File: src/rtl/mips_ctrl_pkg.sv
// Shared definitions for the multicycle MIPS32 main control unit: opcodes,
// FSM state encoding and the datapath select codes.
package mips_ctrl_pkg;

  // Primary opcodes (instr[31:26])
  localparam logic [5:0] OpR    = 6'b000000;
  localparam logic [5:0] OpLw   = 6'b100011;
  localparam logic [5:0] OpSw   = 6'b101011;
  localparam logic [5:0] OpBeq  = 6'b000100;
  localparam logic [5:0] OpBne  = 6'b000101;
  localparam logic [5:0] OpAddi = 6'b001000;
  localparam logic [5:0] OpSlti = 6'b001010;
  localparam logic [5:0] OpAndi = 6'b001100;
  localparam logic [5:0] OpOri  = 6'b001101;
  localparam logic [5:0] OpXori = 6'b001110;
  localparam logic [5:0] OpJ    = 6'b000010;

  // FSM states; encodings 13..15 are unused and recover to StFetch
  typedef enum logic [3:0] {
    StFetch   = 4'd0,
    StDecode  = 4'd1,
    StMemAdr  = 4'd2,
    StMemRd   = 4'd3,
    StMemWb   = 4'd4,
    StMemWr   = 4'd5,
    StExec    = 4'd6,
    StAluWb   = 4'd7,
    StBranch  = 4'd8,
    StIExec   = 4'd9,
    StIWb     = 4'd10,
    StJump    = 4'd11,
    StIllegal = 4'd12
  } state_e;

  // ALU operation codes
  localparam logic [1:0] AluAdd   = 2'b00;
  localparam logic [1:0] AluSub   = 2'b01;
  localparam logic [1:0] AluFunct = 2'b10;
  localparam logic [1:0] AluImm   = 2'b11;

  // ALU B operand select
  localparam logic [1:0] SrcBRt     = 2'b00;
  localparam logic [1:0] SrcBFour   = 2'b01;
  localparam logic [1:0] SrcBImm    = 2'b10;
  localparam logic [1:0] SrcBImmSh2 = 2'b11;

  // PC source select
  localparam logic [1:0] PcSrcAlu    = 2'b00;
  localparam logic [1:0] PcSrcAluOut = 2'b01;
  localparam logic [1:0] PcSrcJump   = 2'b10;

endpackage

File: src/rtl/ctrl_opclass.sv
// Opcode classifier: maps a primary opcode to the state DECODE dispatches to.
module ctrl_opclass
  import mips_ctrl_pkg::*;
#(
  parameter bit EXT_IMM_EN = 1'b1
) (
  input  logic [5:0] opcode,
  output logic [3:0] target
);

  // Dispatch table; anything not decodable lands in the trap state
  always_comb begin
    target = StIllegal;
    case (opcode)
      OpR:                             target = StExec;
      OpLw, OpSw:                      target = StMemAdr;
      OpBeq, OpBne:                    target = StBranch;
      OpAddi:                          target = StIExec;
      OpSlti, OpAndi, OpOri, OpXori:   target = EXT_IMM_EN ? StIExec : StIllegal;
      OpJ:                             target = StJump;
      default:                         target = StIllegal;
    endcase
  end

endmodule

File: src/rtl/control_multicycle.sv
// Multicycle main control FSM: sequences fetch/decode/execute/memory/write-back
// and drives the shared datapath selects, write enables and memory handshake.
module control_multicycle
  import mips_ctrl_pkg::*;
#(
  parameter bit WAIT_MEM   = 1'b1,
  parameter bit EXT_IMM_EN = 1'b1
) (
  input  logic       i_clk,
  input  logic       i_rst,
  input  logic [5:0] i_opcode,
  input  logic       i_mem_ready,
  output logic       o_mem_read,
  output logic       o_mem_write,
  output logic       o_iord,
  output logic       o_ir_write,
  output logic       o_pc_write,
  output logic       o_branch_beq,
  output logic       o_branch_bne,
  output logic [1:0] o_pc_src,
  output logic       o_alu_src_a,
  output logic [1:0] o_alu_src_b,
  output logic [1:0] o_alu_op,
  output logic       o_reg_dst,
  output logic       o_memto_reg,
  output logic       o_reg_write,
  output logic       o_illegal,
  output logic       o_instr_done
);

  state_e     state_q, state_d;
  logic [5:0] op_q, op_d;
  logic [3:0] dispatch;
  logic       mem_rdy;

  // Without wait states every access completes in the cycle it is issued
  assign mem_rdy = WAIT_MEM ? i_mem_ready : 1'b1;

  ctrl_opclass #(
    .EXT_IMM_EN (EXT_IMM_EN)
  ) u_opclass (
    .opcode (i_opcode),
    .target (dispatch)
  );

  // State and opcode latch with synchronous reset
  always_ff @(posedge i_clk) begin
    if (i_rst) begin
      state_q <= StFetch;
      op_q    <= '0;
    end else begin
      state_q <= state_d;
      op_q    <= op_d;
    end
  end

  // Next-state logic; opcode is captured only in DECODE
  always_comb begin
    state_d = state_q;
    op_d    = op_q;
    case (state_q)
      StFetch:   if (mem_rdy) state_d = StDecode;
      StDecode: begin
        op_d    = i_opcode;
        state_d = state_e'(dispatch);
      end
      StMemAdr:  state_d = (op_q == OpLw) ? StMemRd : StMemWr;
      StMemRd:   if (mem_rdy) state_d = StMemWb;
      StMemWr:   if (mem_rdy) state_d = StFetch;
      StExec:    state_d = StAluWb;
      StIExec:   state_d = StIWb;
      StMemWb,
      StAluWb,
      StIWb,
      StBranch,
      StJump,
      StIllegal: state_d = StFetch;
      default:   state_d = StFetch;
    endcase
  end

  // Moore output decode; reset forces every output low in the same cycle
  always_comb begin
    o_mem_read   = 1'b0;
    o_mem_write  = 1'b0;
    o_iord       = 1'b0;
    o_ir_write   = 1'b0;
    o_pc_write   = 1'b0;
    o_branch_beq = 1'b0;
    o_branch_bne = 1'b0;
    o_pc_src     = PcSrcAlu;
    o_alu_src_a  = 1'b0;
    o_alu_src_b  = SrcBRt;
    o_alu_op     = AluAdd;
    o_reg_dst    = 1'b0;
    o_memto_reg  = 1'b0;
    o_reg_write  = 1'b0;
    o_illegal    = 1'b0;
    o_instr_done = 1'b0;
    if (!i_rst) begin
      case (state_q)
        StFetch: begin
          o_mem_read  = 1'b1;
          o_alu_src_b = SrcBFour;
          o_ir_write  = mem_rdy;
          o_pc_write  = mem_rdy;
        end
        StDecode: begin
          o_alu_src_b = SrcBImmSh2;
        end
        StMemAdr: begin
          o_alu_src_a = 1'b1;
          o_alu_src_b = SrcBImm;
        end
        StMemRd: begin
          o_mem_read = 1'b1;
          o_iord     = 1'b1;
        end
        StMemWb: begin
          o_reg_write  = 1'b1;
          o_memto_reg  = 1'b1;
          o_instr_done = 1'b1;
        end
        StMemWr: begin
          o_mem_write  = 1'b1;
          o_iord       = 1'b1;
          o_instr_done = mem_rdy;
        end
        StExec: begin
          o_alu_src_a = 1'b1;
          o_alu_src_b = SrcBRt;
          o_alu_op    = AluFunct;
        end
        StAluWb: begin
          o_reg_write  = 1'b1;
          o_reg_dst    = 1'b1;
          o_instr_done = 1'b1;
        end
        StIExec: begin
          o_alu_src_a = 1'b1;
          o_alu_src_b = SrcBImm;
          o_alu_op    = AluImm;
        end
        StIWb: begin
          o_reg_write  = 1'b1;
          o_instr_done = 1'b1;
        end
        StBranch: begin
          o_alu_src_a  = 1'b1;
          o_alu_src_b  = SrcBRt;
          o_alu_op     = AluSub;
          o_pc_src     = PcSrcAluOut;
          o_branch_beq = (op_q == OpBeq);
          o_branch_bne = (op_q == OpBne);
          o_instr_done = 1'b1;
        end
        StJump: begin
          o_pc_src     = PcSrcJump;
          o_pc_write   = 1'b1;
          o_instr_done = 1'b1;
        end
        StIllegal: begin
          o_illegal    = 1'b1;
          o_instr_done = 1'b1;
        end
        default: ;
      endcase
    end
  end

  // The memory can never see a read and a write in the same cycle
  assert property (@(posedge i_clk) !(o_mem_read && o_mem_write));

endmodule

File: config.mk
export PLATFORM = sky130hd
export DESIGN_NAME = control_multicycle
export DESIGN_NICKNAME = d
export VERILOG_FILES = /design/src/rtl/mips_ctrl_pkg.sv /design/src/rtl/ctrl_opclass.sv /design/src/rtl/control_multicycle.sv
export SDC_FILE = /design/constraint.sdc
export NUM_CORES = 1
export LEC_CHECK = 0
export CAP_MARGIN = 10
export CORE_ASPECT_RATIO = 1.25
export CORE_MARGIN = 3
export CORE_UTILIZATION = 40
export DETAILED_ROUTE_END_ITERATION = 6
export PLACE_DENSITY = 0.71
export SLEW_MARGIN = 20
export SYNTH_ARGS = -nofsm -noshare
export SYNTH_HDL_FRONTEND = slang
export SYNTH_SLANG_ARGS = --single-unit
File: constraint.sdc
create_clock -name i_clk -period 1.8 [get_ports i_clk]
set_input_delay 0.36 -clock i_clk [delete_from_list [all_inputs] [get_ports i_clk]]
set_output_delay 0.36 -clock i_clk [all_outputs]
set_load 0.005 [all_outputs]
Word-level counts from Yosys, hierarchy flattened
Index checks and enable logic that the tools add are counted.
Storage, ports and cells
  register bits: 10
  bits in latches: 0
  bits in writable memories: 0
  memory bits (read-only): 0
  input port bits: 9
  output and inout port bits: 19
  logic and storage cells: 80
  memories: 0
Cells by class
  $add $sub $neg: 0
  multipliers: 0
  divide/modulo/power cells: 0
  $lt $le $gt $ge: 0
  equal/unequal tests: 28
  shift operators: 0
  mux-type cells: 38
  bitwise logic cells: 0
  reductions and logical operators: 12
Operator list (number)
  $eq A6 B4 Y1 const B: 5
  $pmux W4 S7: 1
  $eq A6 B3 Y1 const B: 4
  $mux W1: 24
  $eq A4 B4 Y1 const B: 5
  $pmux W4 S5: 1
  $eq A6 B6 Y1 const B: 3
  $eq A4 B3 Y1 const B: 4
  $mux W4: 3
  $pmux W2 S3: 2
  $reduce_or A2 Y1: 5
  $eq A4 B2 Y1 const B: 2
  $eq A6 B2 Y1 const B: 1
  $logic_not A6 Y1: 1
  $mux W2: 3
  $ne A2 B2 Y1 const B: 3
  $reduce_or A6 Y1: 1
  $reduce_or A5 Y1: 1
  $eq A4 B1 Y1 const B: 1
  $logic_not A4 Y1: 1
  $pmux W1 S2: 2
  $pmux W2 S2: 1
  $reduce_or A4 Y1: 1
  $mux W3: 1
  2 further kinds: 2

Longest topological paths before layout
Gate-level depths: netlist of run 1.
  depth in word-level cells: 4
  mapped depth: 6

Modules after synthesis
Synthesis of run 1 repeated with hierarchy kept, for this count alone.
Unflattened totals
  cell total of the unflattened synthesis: 124
  area, all modules: 914.6 µm²
Modules (own cells, without submodules)
  control_multicycle: instances 1, cells an instance 111, area each 820.8 µm², seq. area each 200.2 µm²
  ctrl_opclass: instances 1, cells an instance 13, area each 93.8 µm², seq. area each 0.0 µm²

Least setup slack after synthesis of run 1
Ideal clock, no wire load.
  kind: reg2out
  from: register state_q[1]
  to: output port o_branch_beq
  data arrival time: 1101 ps
  setup slack: 339 ps
  cell stages (with the launch flop): 6
  path through: dfxtp_1 -> buf_4 -> nand2b_1 -> nor4_2 -> nand3_1 -> nor2_1
Between the ends
  cells in the longest elaborated chain, start to end: 3
Ends and longest elaborated chain
  start, declared: RTL line control_multicycle.sv:31  | state_e state_q, state_d;
  start signal, assigned: RTL line control_multicycle.sv:49  | state_q <= StFetch;
  start signal, assigned: RTL line control_multicycle.sv:52  | state_q <= state_d;
  $eq A4 B4 Y1: RTL line control_multicycle.sv:101  | case (state_q)
  $mux W1: RTL line control_multicycle.sv:101
  $mux W1: RTL line control_multicycle.sv:100  | if (!i_rst) begin
  end, declared: RTL line control_multicycle.sv:18  | output logic o_branch_beq,
Every way passes these cells.

Final worst setup path of run 1
  from: register state_q[1]
  to: output port o_branch_bne
Between the ends
  cells in the longest elaborated chain, start to end: 3
Ends and longest elaborated chain
  $eq A4 B4 Y1: RTL line control_multicycle.sv:101
  $mux W1: RTL line control_multicycle.sv:101
  $mux W1: RTL line control_multicycle.sv:100
  end, declared: RTL line control_multicycle.sv:19  | output logic o_branch_bne,
Every way passes these cells.

==> results of run 1 <==
## kinds of logic after synthesis
family,Yosys count,synth area share
muxes,6,0.0712
AOI/OAI and AO/OA,23,0.200
DFF,10,0.237
and+or+nand+nor,57,0.402
xor gates and xnor gates,2,0.0208
buffers and inverters,11,0.0683
## timing repair
action / CTS / global route
resized for setup: 55 / 27
setup buffers: 4 / 1
pin swaps: 4 / 6
endpoints found under the setup margin: 19 / 12
hold buffers: 0 / 0
## registers in the layout (all words and copies together) (netlist names)
name and count:
op_q 6, state_q 4
## metal layers
metal | GRT usage | up-vias
li1 | - | 517
met1 | 0.215 | 483
met2 | 0.412 | 37
met3 | 0.0252 | 4
met4 | 0.0751 | 0
met5 | 0 | -
## stage by stage
stage               cell area [um^2]   util  setup slack, ns  std cells  power, mW
floorplan                        843      -            0.339        109      0.373
global placement                1320  0.705           -0.515        177      0.495
detailed placement              1320  0.705           -0.545        177      0.501
CTS                             1420  0.756           -0.146        185      0.701
global route                    1430  0.762           -0.159        185      0.762
finish                          1430  0.762          -0.0772        185      0.715
## power breakdown
group	internal, mW	switching, mW	total [mW]
Sequential	0.233	0.0182	0.251
Clock	0.123	0.0768	0.199
Combinational	0.141	0.124	0.264
## how the worst min path moves through the flow
stage / start / end / slack [ns]
floorplan: op_q[2]$_SDFFE_PP0P_ / op_q[2]$_SDFFE_PP0P_ / 0.47
global placement: op_q[2]$_SDFFE_PP0P_ / op_q[2]$_SDFFE_PP0P_ / 0.50
detailed placement: op_q[2]$_SDFFE_PP0P_ / op_q[2]$_SDFFE_PP0P_ / 0.52
CTS: op_q[2]$_SDFFE_PP0P_ / op_q[2]$_SDFFE_PP0P_ / 0.53
global route: op_q[5]$_SDFFE_PP0P_ / op_q[5]$_SDFFE_PP0P_ / 0.57
finish: op_q[5]$_SDFFE_PP0P_ / op_q[5]$_SDFFE_PP0P_ / 0.55
## final cells by class
type,count,area (um^2)
Fill cell,141,445
Tap cell,19,23.8
Sequential cell,10,215
Timing Repair Buffer,62,493
Inverter,2,7.51
Multi-Input combinational cell,88,651
Clock buffer,4,36.3
## cells in the mapped netlist (2+ instances only)
master and n:
inv_1 2, nand2b_4 3, a2111oi_0 2, o22a_1 2, dfxtp_1 10, nand2b_1 4
and4b_1 2, nor4_1 5, o21ai_1 4, nor3_1 9, xnor2_1 2, a211oi_1 2
mux2i_1 6, a21oi_1 3, a2111oi_2 2, clkbuf_1 2, o21ai_0 3, buf_2 4
nor2_1 17, nand3_1 2, nand2_1 6
## worst register-to-register path, delay by kind of cell (launching register included)
| kind | cells | cell delay, ns |
|---|---|---|
| and+or+nand+nor | 1 | 0.04 |
| buffers and inverters | 4 | 0.51 |
| AOI/OAI and AO/OA | 2 | 0.50 |
| DFF | 1 | 0.36 |
==> key figures, run 1 <==
Route
  • Vias/cell: roughly 5.6
  • First drt pass iteration count: 4
  • Wire length on met3: approximately 140 um
  • Post-Route WL: ~2700 um
  • DRC: 0
  • Highest routed layer: met4
  • DR WL/cell: 14.7 um
  • Met2 Wirelength: ~1500 um
  • First DRT Iteration DRCs: 15
  • Antenna Nets Post-Route: 0
  • Met1 WL: between 1000 and 1500 um
  • Vias: between 1000 and 1500

Setup path
  • Delay-heaviest family, CP: simple AND/OR/NAND/NOR gates
  • Crit. End Element: primary output
  • FF-to-FF path depth: 7
  • RR Startpoint: state_q[2]$_SDFFE_PP0P_
  • Startpoint Class: flip-flop
  • Signal arrival time at the worst endpoint: around 1.5 ns
  • WP depth: 6
  • Setup crit start: state_q[1]$_SDFFE_PP0P_
  • Worst Path Required: between 1 and 1.5 ns
  • Worst path max stage delay: around 0.36 ns
  • Reg2Reg Setup Slack: between 0.2 and 0.3 ns
  • Worst setup path endpoint: o_branch_bne
  • CP max-delay cell: dfxtp_4
  • CP Max Fanout: 5
  • CP bufs+invs: 2
  • R2r endpoint: state_q[2]$_SDFFE_PP0P_
  • CP cell instances: nand2b_4, nor4_4, buf_4, nand3_4, nor2_2, buf_2
  • Crit path kind: reg2out

Cells and area
  • Most common cell after layout, fill and taps aside: buf_4
  • Most frequent cells in the layout: buf_4 (29), nor2_1 (13), nor3_1 (9), dlygate4sd2_1 (7)
  • Antenna cells: 0
  • Layout Area Growth over Synthesis: 69.1%
  • Share of layout cells above drive strength 1: 0.434
  • Final #Nets: 176

Logic synthesis
  • Post-synth EDFFs: 0
  • Seq cells post-synth: 10
  • Synth Warn #: 0
  • Yosys top cell area share: 0.237
  • Mapped Area: 843 um^2
  • Syn nets: between 100 and 150
  • Post-synthesis sequential area ratio: 0.237
  • Mean Syn Cell Area: between 7 and 8 um^2
  • Dominant synthesized flop cell: dfxtp_1
  • Yosys cell types: 38
  • Synth area leader: dfxtp_1
  • FFs w/ async S/R, synth: 0
  • Top post-synthesis cells by area: dfxtp_1 (24%), nor2_1 (7.6%), mux2i_1 (7.1%)
  • Gate Count Post-Synth: 109

GRT
  • Initial antenna violation count: 0
  • Pin count of the biggest net entering global routing: 14
  • Gr ovfl total: 0
  • Global Route Usage Sum: 0.212
  • Number of global-route vias before repair: a little over 1000
  • First-pass GRT wire length: 4350 um

Die
  • Die Ht: 57.3 um
  • Initial core utilization: 0.451
  • Die Wd: between 40 and 50 um
  • Ports: 28
  • Num rows: 17
  • Core area: between 0.0015 and 0.002 mm^2
  • Die area: between 0.002 and 0.003 mm^2

Timing
  • Endpoints failing hold: 0
  • Worst hold slack: ~0.55 ns
  • Fin worst setup slack: -0.0772 ns
  • Worst slew margin: 0.644
  • Crit share post-route: 1.04
  • Slew Limit Fails: 0
  • Achievable Freq: around 0.53 GHz
  • Clk_skew: around 0.0043 ns
  • Worst slew pin tran: 0.530 ns
  • Setup TNS Final: -0.138 ns
  • Endpoints failing setup: 2
  • Final min period: between 1.5 and 2 ns
  • RSZ-0062 raised after global routing: yes

Power
  • Cell Pwr Density: around 500 mW/mm^2
  • Leakage: ~0.60 nW
  • Worst VDD drop: about 0.36 mV

Placement
  • DPL Wire Length: about 2000 um
  • RePlAce Congestion: between 0.8 and 0.9
  • Port Buffer Count: 27

Clock network
  • Clock tree root buffer cell: clkbuf_4
  • Clk_lat worst skew: between 0.2 and 0.3 ns
  • Clk sink count: 10
  • CTS tree: yes
  • H-tree depth: 1
  • Clock Tree Buf Depth: 2
  • CTS buffer count: 3
  • Reg clk slew, reported paths: roughly 0.070 ns

Hold path
  • Hold path cells: 2
  • Worst hold path class: reg2reg

Status
  • Status: finished with violations
  • Violated checks: setup timing

Job
  • Max-cap violations: 0
Power figures use the tool's default switching activity.
==> inputs of run 2 (changes only) <==
--- a/constraint.sdc
+++ b/constraint.sdc
@@ -3,2 +3,2 @@
 set_output_delay 0.36 -clock i_clk [all_outputs]
-set_load 0.005 [all_outputs]
+set_load 0.01 [all_outputs]
==> run 2 against run 1 <==
  * The flow still finishes with violations (setup timing)
  * Final cell count grew 1.6%
  * Routed wire length grew 0.26%
  * Power grew 1.9%
  * Combinational power grew 6%
  * Sequential power is essentially flat
  * Die area is the same
  * Largest power group unchanged
==> key figures, run 2 (synthesis gave the netlist of run 1 again) <==
Die
  • Die Ht: roughly 57 um
  • Die Wd: around 47 um
  • Core area: approximately 0.0019 mm^2
  • Die area: between 0.002 and 0.003 mm^2
  • Ports: 28
  • Initial core utilization: 0.451
  • Num rows: 17

GRT
  • Pin count of the biggest net entering global routing: 14
  • Global Route Usage Sum: 0.224
  • Number of global-route vias before repair: between 1000 and 1500
  • Initial antenna violation count: 0
  • First-pass GRT wire length: approximately 4500 um
  • Gr ovfl total: 0

Power
  • Worst VDD drop: 0.481 mV
  • Cell Pwr Density: ~510 mW/mm^2
  • Total power: ~0.73 mW
  • Leakage: approximately 0.61 nW

Placement
  • RePlAce Congestion: between 0.8 and 0.9
  • Port Buffer Count: 27
  • Placed standard-cell area: 0.00131 mm^2
  • DPL Wire Length: 1970 um

Setup path
  • CP cell instances: buf_6, nor4_4, buf_4, nand3_2, nor2_1, buf_2
  • Worst setup path endpoint: o_branch_beq
  • CP max-delay cell: dfxtp_2
  • Setup crit start: state_q[0]$_SDFFE_PP0P_
  • R2r endpoint: state_q[2]$_SDFFE_PP0P_
  • Reg2Reg Setup Slack: 0.36 ns
  • Startpoint Class: flip-flop
  • FF-to-FF path depth: 6
  • Crit. End Element: primary output
  • Crit path kind: reg2out
  • Signal arrival time at the worst endpoint: 1.45 ns
  • RR Startpoint: state_q[0]$_SDFFE_PP0P_
  • Worst Path Required: around 1.4 ns
  • CP Max Fanout: 6
  • Worst path max stage delay: about 0.33 ns

Clock network
  • CTS buffer count: 3
  • H-tree depth: 1
  • Clock tree root buffer cell: clkbuf_4
  • Reg clk slew, reported paths: roughly 0.070 ns
  • Clk sink count: 10
  • Clock Tree Buf Depth: 2
  • CTS tree: yes
  • Clk_lat worst skew: ~0.26 ns

Timing
  • Final min period: about 1.8 ns
  • RSZ-0062 raised after global routing: yes
  • Setup TNS Final: -0.0132 ns
  • Crit share post-route: 1.01
  • Slew Limit Fails: 0
  • Worst slew pin tran: ~0.44 ns
  • Endpoints failing setup: 2
  • Clk_skew: between 0.005 and 0.006 ns
  • Achievable Freq: 0.553 GHz
  • Fin worst setup slack: -0.00937 ns
  • Worst slew margin: 0.697
  • Endpoints failing hold: 0

Route
  • First DRT Iteration DRCs: 19
  • Antenna Nets Post-Route: 0
  • Vias/cell: around 5.8
  • DRC: 0
  • Vias: 1087
  • DR WL/cell: ~14 um
  • Post-Route WL: roughly 2700 um
  • First drt pass iteration count: 6

Cells and area
  • Largest regs: op_q: 6 flops, state_q: 4 flops
  • Antenna cells: 0
  • Most flop-heavy register: op_q
  • Most common cell after layout, fill and taps aside: buf_4
  • Design Area, Final: roughly 0.0014 mm^2
  • Final #Nets: 179
  • Layout Area Growth over Synthesis: 69.0%
  • Most frequent cells in the layout: buf_4 (30), nor2_1 (16), buf_2 (10), nor3_1 (9), buf_6 (8)
  • Max reg flops: 6
  • Share of layout cells above drive strength 1: 0.444
  • Fillcell total: between 100 and 150
  • Finished Core Util: 0.761

Status
  • Violated checks: setup timing
  • Status: finished with violations

Hold path
  • Worst hold path class: reg2reg

Job
  • Max-cap violations: 0
-- run 2: layout make-up --
| class | instances | area [um^2] | area share |
|---|---|---|---|
| clock buffer | 4 | 36.3 | 0.0255 |
| multi-input combinational | 88 | 643 | 0.451 |
| inverter | 2 | 7.51 | 0.00527 |
| sequential | 10 | 210 | 0.147 |
| tap | 19 | 23.8 | 0.0167 |
| timing repair buffer | 65 | 504 | 0.354 |
-- run 2: worst min-delay path by stage --
stage | start | end | depth (start not counted)
detailed placement | op_q[1]$_SDFFE_PP0P_ | op_q[1]$_SDFFE_PP0P_ | 2
global placement | op_q[2]$_SDFFE_PP0P_ | op_q[2]$_SDFFE_PP0P_ | 2
CTS | op_q[4]$_SDFFE_PP0P_ | op_q[4]$_SDFFE_PP0P_ | 2
global route | op_q[4]$_SDFFE_PP0P_ | op_q[4]$_SDFFE_PP0P_ | 2
finish | op_q[3]$_SDFFE_PP0P_ | op_q[3]$_SDFFE_PP0P_ | 2
floorplan | op_q[2]$_SDFFE_PP0P_ | op_q[2]$_SDFFE_PP0P_ | 2
-- run 2: power by group --
| group | internal, mW | leakage, nW | total [mW] | switching [mW] |
|---|---|---|---|---|
| Sequential | 0.235 | 0.0839 | 0.250 | 0.0150 |
| Combinational | 0.148 | 0.506 | 0.279 | 0.132 |
| Clock | 0.123 | 0.0210 | 0.199 | 0.0768 |
| Total | 0.505 | 0.611 | 0.728 | 0.224 |
-- run 2: critical path, delay by kind of cell, from the launching register on --
kind	cells	cell delay, ns
simple gates	3	0.43
flops	1	0.33
buf+inv	3	0.43
-- run 2: timing repair --
item                                    4_1_cts  5_1_grt
hold buffers                                  0        0
buffers inserted                              7        2
gates resized for setup                      67       21
endpoints found under the setup margin       19       14
pin swaps                                     3        3
-- run 2: per-stage QoR --
stage	hold WS [ns]	setup WS, ns	cells
after floorplan	0.473	0.182	109
after global placement	0.502	-0.531	175
after detailed placement	0.527	-0.596	175
after CTS	0.550	0.00169	186
after global routing	0.585	-0.125	188
final	0.556	-0.00937	188
-- run 2: layer usage --
layer | GRT usage | up-vias | wire, um
li1 | - | 523 | -
met1 | 0.215 | 502 | 1020
met2 | 0.427 | 50 | 1420
met3 | 0.0284 | 12 | 175
met4 | 0.111 | 0 | 109
met5 | 0 | - | 0
